`config.mk`:
```
export PLATFORM = sky130hd
export DESIGN_NAME = rle_decode
export DESIGN_NICKNAME = d
export VERILOG_FILES = /design/src/rtl/rle_pkg.sv /design/src/rtl/rle_token_fifo.sv /design/src/rtl/rle_decode.sv
export SDC_FILE = /design/constraint.sdc
export NUM_CORES = 1
export LEC_CHECK = 0
export CORE_UTILIZATION = 30
export CTS_CLUSTER_SIZE = 30
export DETAILED_ROUTE_END_ITERATION = 10
export GPL_TIMING_DRIVEN = 0
export PLACE_DENSITY = 0.53
export SYNTH_ARGS = -nofsm -noshare
export SYNTH_HDL_FRONTEND = slang
export SYNTH_HIERARCHICAL = 1
export SYNTH_SLANG_ARGS = --single-unit
export TNS_END_PERCENT = 1
```
`constraint.sdc`:
```
create_clock -name i_clk -period 3.05 [get_ports i_clk]
set_input_delay 0.305 -clock i_clk [delete_from_list [all_inputs] [get_ports i_clk]]
set_output_delay 0.305 -clock i_clk [all_outputs]
set_load 0.01 [all_outputs]
```
`src/rtl/rle_pkg.sv`:
```
// rtl/rle_pkg.sv - shared run-length token layout for the COUNT encoder and decoder
package rle_pkg;

  localparam int DW      = 8;
  localparam int CW      = 3;
  localparam int RUN_MAX = (1 << CW) - 1;
  localparam int TW      = DW + CW;

  // Token bit layout is {DATA, COUNT}, identical on the encoder side.
  typedef struct packed {
    logic [DW-1:0] data;
    logic [CW-1:0] count;
  } token_t;

  typedef enum logic [0:0] {
    ST_IDLE = 1'b0,
    ST_EMIT = 1'b1
  } exp_state_t;

endpackage

```
`src/rtl/rle_token_fifo.sv`:
```
// rtl/rle_token_fifo.sv - synchronous token FIFO with registered occupancy
module rle_token_fifo
  import rle_pkg::*;
#(
  parameter int W     = TW,
  parameter int DEPTH = 2
) (
  input  logic         i_clk,
  input  logic         i_rst_n,
  input  logic         i_push,
  input  logic [W-1:0] i_wdata,
  input  logic         i_pop,
  output logic [W-1:0] o_rdata,
  output logic         o_full,
  output logic         o_empty
);

  localparam int AW   = $clog2(DEPTH);
  localparam int CNTW = AW + 1;

  logic [W-1:0]    r_mem [DEPTH];
  logic [AW-1:0]   r_wptr;
  logic [AW-1:0]   r_rptr;
  logic [CNTW-1:0] r_count;
  logic            w_push;
  logic            w_pop;

  assign o_full  = (r_count == CNTW'(DEPTH));
  assign o_empty = (r_count == '0);
  assign o_rdata = r_mem[r_rptr];

  // A full FIFO refuses a push even when a pop frees a slot this cycle.
  assign w_push = i_push && !o_full;
  assign w_pop  = i_pop && !o_empty;

  always_ff @(posedge i_clk) begin
    if (w_push) r_mem[r_wptr] <= i_wdata;
  end

  always_ff @(posedge i_clk or negedge i_rst_n) begin
    if (!i_rst_n) begin
      r_wptr  <= '0;
      r_rptr  <= '0;
      r_count <= '0;
    end else begin
      if (w_push) r_wptr <= r_wptr + 1'b1;
      if (w_pop)  r_rptr <= r_rptr + 1'b1;
      case ({w_push, w_pop})
        2'b10:   r_count <= r_count + 1'b1;
        2'b01:   r_count <= r_count - 1'b1;
        default: r_count <= r_count;
      endcase
    end
  end

endmodule

```
`src/rtl/rle_decode.sv`:
```
// rtl/rle_decode.sv - run-length decoder: token FIFO feeding a one-byte-per-cycle expander
module rle_decode
  import rle_pkg::*;
#(
  parameter int FIFO_DEPTH = 2
) (
  input  logic          i_clk,
  input  logic          i_rst_n,
  input  logic [DW-1:0] i_in_data,
  input  logic [CW-1:0] i_in_count,
  input  logic          i_in_valid,
  output logic          o_in_ready,
  output logic [DW-1:0] o_out_data,
  output logic          o_out_valid,
  input  logic          i_out_ready,
  output logic          o_err
);

  exp_state_t    r_state;
  exp_state_t    w_state_nxt;
  logic [CW-1:0] r_rem;
  logic [DW-1:0] r_out_data;
  logic          r_out_valid;

  token_t        w_in_tok;
  token_t        w_head;
  logic [TW-1:0] w_fifo_rdata;
  logic          w_full;
  logic          w_empty;
  logic          w_pop;
  logic          w_load;
  logic          w_err;
  logic          w_head_zero;
  logic          w_hs;
  logic          w_last;

  assign w_in_tok = '{data: i_in_data, count: i_in_count};
  assign w_head   = w_fifo_rdata;

  rle_token_fifo #(
    .W     (TW),
    .DEPTH (FIFO_DEPTH)
  ) u_fifo (
    .i_clk   (i_clk),
    .i_rst_n (i_rst_n),
    .i_push  (i_in_valid),
    .i_wdata (w_in_tok),
    .i_pop   (w_pop),
    .o_rdata (w_fifo_rdata),
    .o_full  (w_full),
    .o_empty (w_empty)
  );

  assign w_head_zero = !w_empty && (w_head.count == '0);
  assign w_hs        = r_out_valid && i_out_ready;
  assign w_last      = w_hs && (r_rem == CW'(1));

  always_ff @(posedge i_clk or negedge i_rst_n) begin
    if (!i_rst_n) r_state <= ST_IDLE;
    else          r_state <= w_state_nxt;
  end

  // Zero-count tokens are dropped the moment they reach the head, in either state.
  always_comb begin
    w_state_nxt = r_state;
    w_pop       = 1'b0;
    w_load      = 1'b0;
    w_err       = w_head_zero;
    case (r_state)
      ST_IDLE: begin
        if (w_head_zero) begin
          w_pop = 1'b1;
        end else if (!w_empty) begin
          w_pop       = 1'b1;
          w_load      = 1'b1;
          w_state_nxt = ST_EMIT;
        end
      end
      ST_EMIT: begin
        if (w_head_zero) begin
          w_pop = 1'b1;
          if (w_last) w_state_nxt = ST_IDLE;
        end else if (w_last) begin
          if (!w_empty) begin
            w_pop  = 1'b1;
            w_load = 1'b1;
          end else begin
            w_state_nxt = ST_IDLE;
          end
        end
      end
      default: w_state_nxt = ST_IDLE;
    endcase
  end

  always_ff @(posedge i_clk or negedge i_rst_n) begin
    if (!i_rst_n) begin
      r_rem       <= '0;
      r_out_data  <= '0;
      r_out_valid <= 1'b0;
    end else if (w_load) begin
      r_rem       <= w_head.count;
      r_out_data  <= w_head.data;
      r_out_valid <= 1'b1;
    end else if (w_hs) begin
      r_rem <= r_rem - 1'b1;
      if (r_rem == CW'(1)) r_out_valid <= 1'b0;
    end
  end

  assign o_in_ready  = !w_full;
  assign o_out_data  = r_out_data;
  assign o_out_valid = r_out_valid;
  assign o_err       = w_err;

endmodule

```
==> metrics.md <==
| Metric | Value |
|---|---|
| Status | `completed` |
| 1st-pass router iterations | `4` |
| Top cell type by total area after synthesis | `edfxtp_1` |
| Top cells by area, synth | `edfxtp_1 42%, dfrtp_1 27%, mux2_2 16%, xnor2_1 2.8%, ha_1 2.4%` |
| Routed Antenna Nets | `0` |
| Clock latency on the worst-skew pair | `0.28 ns` |
| Final setup fails | `0` |
| Cell Pwr Density | `937 mW/mm^2` |
| CTS clock-pin slew for the worst setup and hold paths | `0.07 ns` |
| Post-DP HPWL | `1.89 mm` |
| Critical Path Source Type | `register` |
| Maximum clock path buffer count | `2` |
| Top Ports | `26` |
| WP depth | `4` |
| Vias in the first global route | `897` |
| Ant. Diodes | `0` |
| Post-synth top area share | `0.418` |
| Initial DRC count | `19` |
| Root buf cell | `clkbuf_8` |
| Core Util, Final | `0.392` |
| Syn_nets | `113` |
| Total Routing Usage GR | `0.118` |
| Peak fanout along the critical path | `10` |
| Die H | `74.6 um` |
| Drt drc | `0` |
| Total wire length | `2.71 mm` |
| Max-cap violations | `0` |
| Die area | `0.00557 mm^2` |
| Cts repair resizes | `0` |
| Cell family contributing the most delay on the critical path | `buffers and inverters` |
| GP Congestion | `0.630` |
| Row Count | `26` |
| Worst path max stage delay | `0.60 ns` |
| Synth cell types | `23` |
| Commonest cells in the netlist | `22 x edfxtp_1, 22 x mux2_2, 17 x dfrtp_1, 5 x xnor2_1, 4 x inv_1` |
| Post-CTS Setup Inserts | `0` |
| CTS hold repair buffers | `0` |
| CTS tree | `yes` |
| Grt total ovfl | `0` |
| Rel. slew slack | `0.262` |
| Initial Util | `0.310` |
| Horiz. Die Dim | `74.6 um` |
| Setup TNS | `0 ns` |
| Prevailing post-synth register cell | `edfxtp_1` |
| Clock buffer count from CTS | `5` |
| Critical Path AT | `2.25 ns` |
| Vias per inst | `4.23` |
| Slew Limit Fails | `0` |
| Leakage power | `0.000757 uW` |
| Fin. Hold Viols | `0` |
| WL/cell | `13.7 um` |
| Setup Skew | `0.00566 ns` |
| Port Buffer Count | `25` |
| First-pass GRT wire length | `4.47 mm` |
| Fill count | `499` |
| P&R area growth vs syn | `26.5%` |
| Post-synth ARST share | `0.436` |
| Proportion of layout cells with a drive suffix above 1 | `0.266` |
| Worst Path Buf+Inv | `2` |
| Total power | `1880 uW` |
| Synth warn | `6` |
| Yosys reg bits | `39` |
| Via Count | `837` |
| Largest net degree at the start of global routing | `18` |
| RSZ-0062 raised after global routing | `no` |
| Actual slew at the worst max-slew pin | `1.10 ns` |
| Worst vdd ir | `0.367 mV` |
| Cells after synthesis | `95` |
| Critical path type | `reg2out` |
| Core area | `0.00511 mm^2` |
| Crit path required time | `2.74 ns` |
| Worst Hold Class | `in2async` |
| Max Fclk | `391 MHz` |
| Fin crit period | `2.56 ns` |
| Critical path cell sequence | `buf_4 -> mux2_2 -> nor4_1 -> clkdlybuf4s50_1` |
| Period utilization | `0.838` |
| Initial antenna violation count | `0` |
| Post-synth EDFFs | `22` |
| Clk sinks | `39` |
| CP max-delay cell | `clkdlybuf4s50_1` |
| Avg Cell Area, Syn | `16.6 um^2` |
| Cell area after synthesis | `0.00158 mm^2` |
| Reg2Reg Depth | `8` |
| # nets final | `145` |
| Crit. End Element | `output port` |
| CTS H-tree lvls | `2` |
| Register area share after synthesis | `0.687` |
## routing by layer
layer | GRT usage | share of wire | vias up
li1 | - | - | 407
met1 | 0.138 | 0.46 | 407
met2 | 0.192 | 0.49 | 18
met3 | 0.0325 | 0.030 | 5
met4 | 0.0755 | 0.021 | 0
met5 | 0 | 0 | -
## final timing paths
kind,startpoint,to,slack [ns]
max in group asynchronous,i_rst_n,o_out_data[1],2.05
setup reg to reg,u_fifo/r_rptr,u_fifo/r_count[1],0.69
min in group i_clk,u_fifo/r_wptr,u_fifo/r_wptr,0.50
hold / removal,i_rst_n,r_rem[1],0.49
hold reg to reg,u_fifo/r_wptr,u_fifo/r_wptr,0.50
setup / recovery,u_fifo/r_rptr,o_err,0.49
## state kept, by name, indices dropped and copies added (netlist names)
signal / count
o_out_valid: 1
u_fifo/r_mem: 22
u_fifo/r_count: 2
r_rem: 3
u_fifo/r_rptr: 1
r_state: 1
o_out_data: 8
u_fifo/r_wptr: 1
## cell usage in the layout, fill, tap and decap left out, types with 2 or more instances in the layout
cell type,synthesis,final
clkbuf_1,0,2
clkbuf_8,0,5
clkdlybuf4s50_1,0,25
dfrtp_1,17,17
edfxtp_1,22,22
ha_1,3,3
inv_1,4,4
mux2_2,22,22
nand2_1,3,3
nor2_1,3,3
xnor2_1,5,5
xor2_1,2,2
## kinds of logic (layout without fill, tap and decap cells)
kind of cell	after synthesis	after routing	synth area share
xor gates and xnor gates	7	7	0.0388
and+or+nand+nor	13	13	0.0435
muxes	23	23	0.163
adders and majority gates	3	3	0.0237
buffers and inverters	6	39	0.0214
DFF	39	39	0.687
AOI/OAI and AO/OA	4	4	0.0229
## metrics by stage
stage | hold WS, ns | worst slack [ns] | instance area [um^2] | instances
3_3_place_gp | 0.477 | 0.715 | 1920 | 190
3_5_place_dp | 0.489 | 0.691 | 1920 | 190
5_1_grt | 0.517 | 0.338 | 2000 | 198
6_report | 0.490 | 0.493 | 2000 | 198
2_1_floorplan | 0.00941 | 0.939 | 1580 | 95
4_1_cts | 0.504 | 0.457 | 2000 | 198
## final cells by class
cell class                 count  area (um^2)  area share
sequential                    39         1090       0.543
multi-input combinational     50          462       0.231
timing repair buffer          25          250       0.125
tap                           70         87.6      0.0438
clock buffer                   7         76.3      0.0381
buffer                         2         18.8     0.00938
inverter                       4         15.0     0.00750
clock inverter                 1         5.00     0.00250
## power breakdown
group | switching, uW | internal [uW]
clock | 164 | 160
combinational | 307 | 404
sequential | 87.9 | 753
total | 559 | 1320
(Power assumes the default switching activity.)
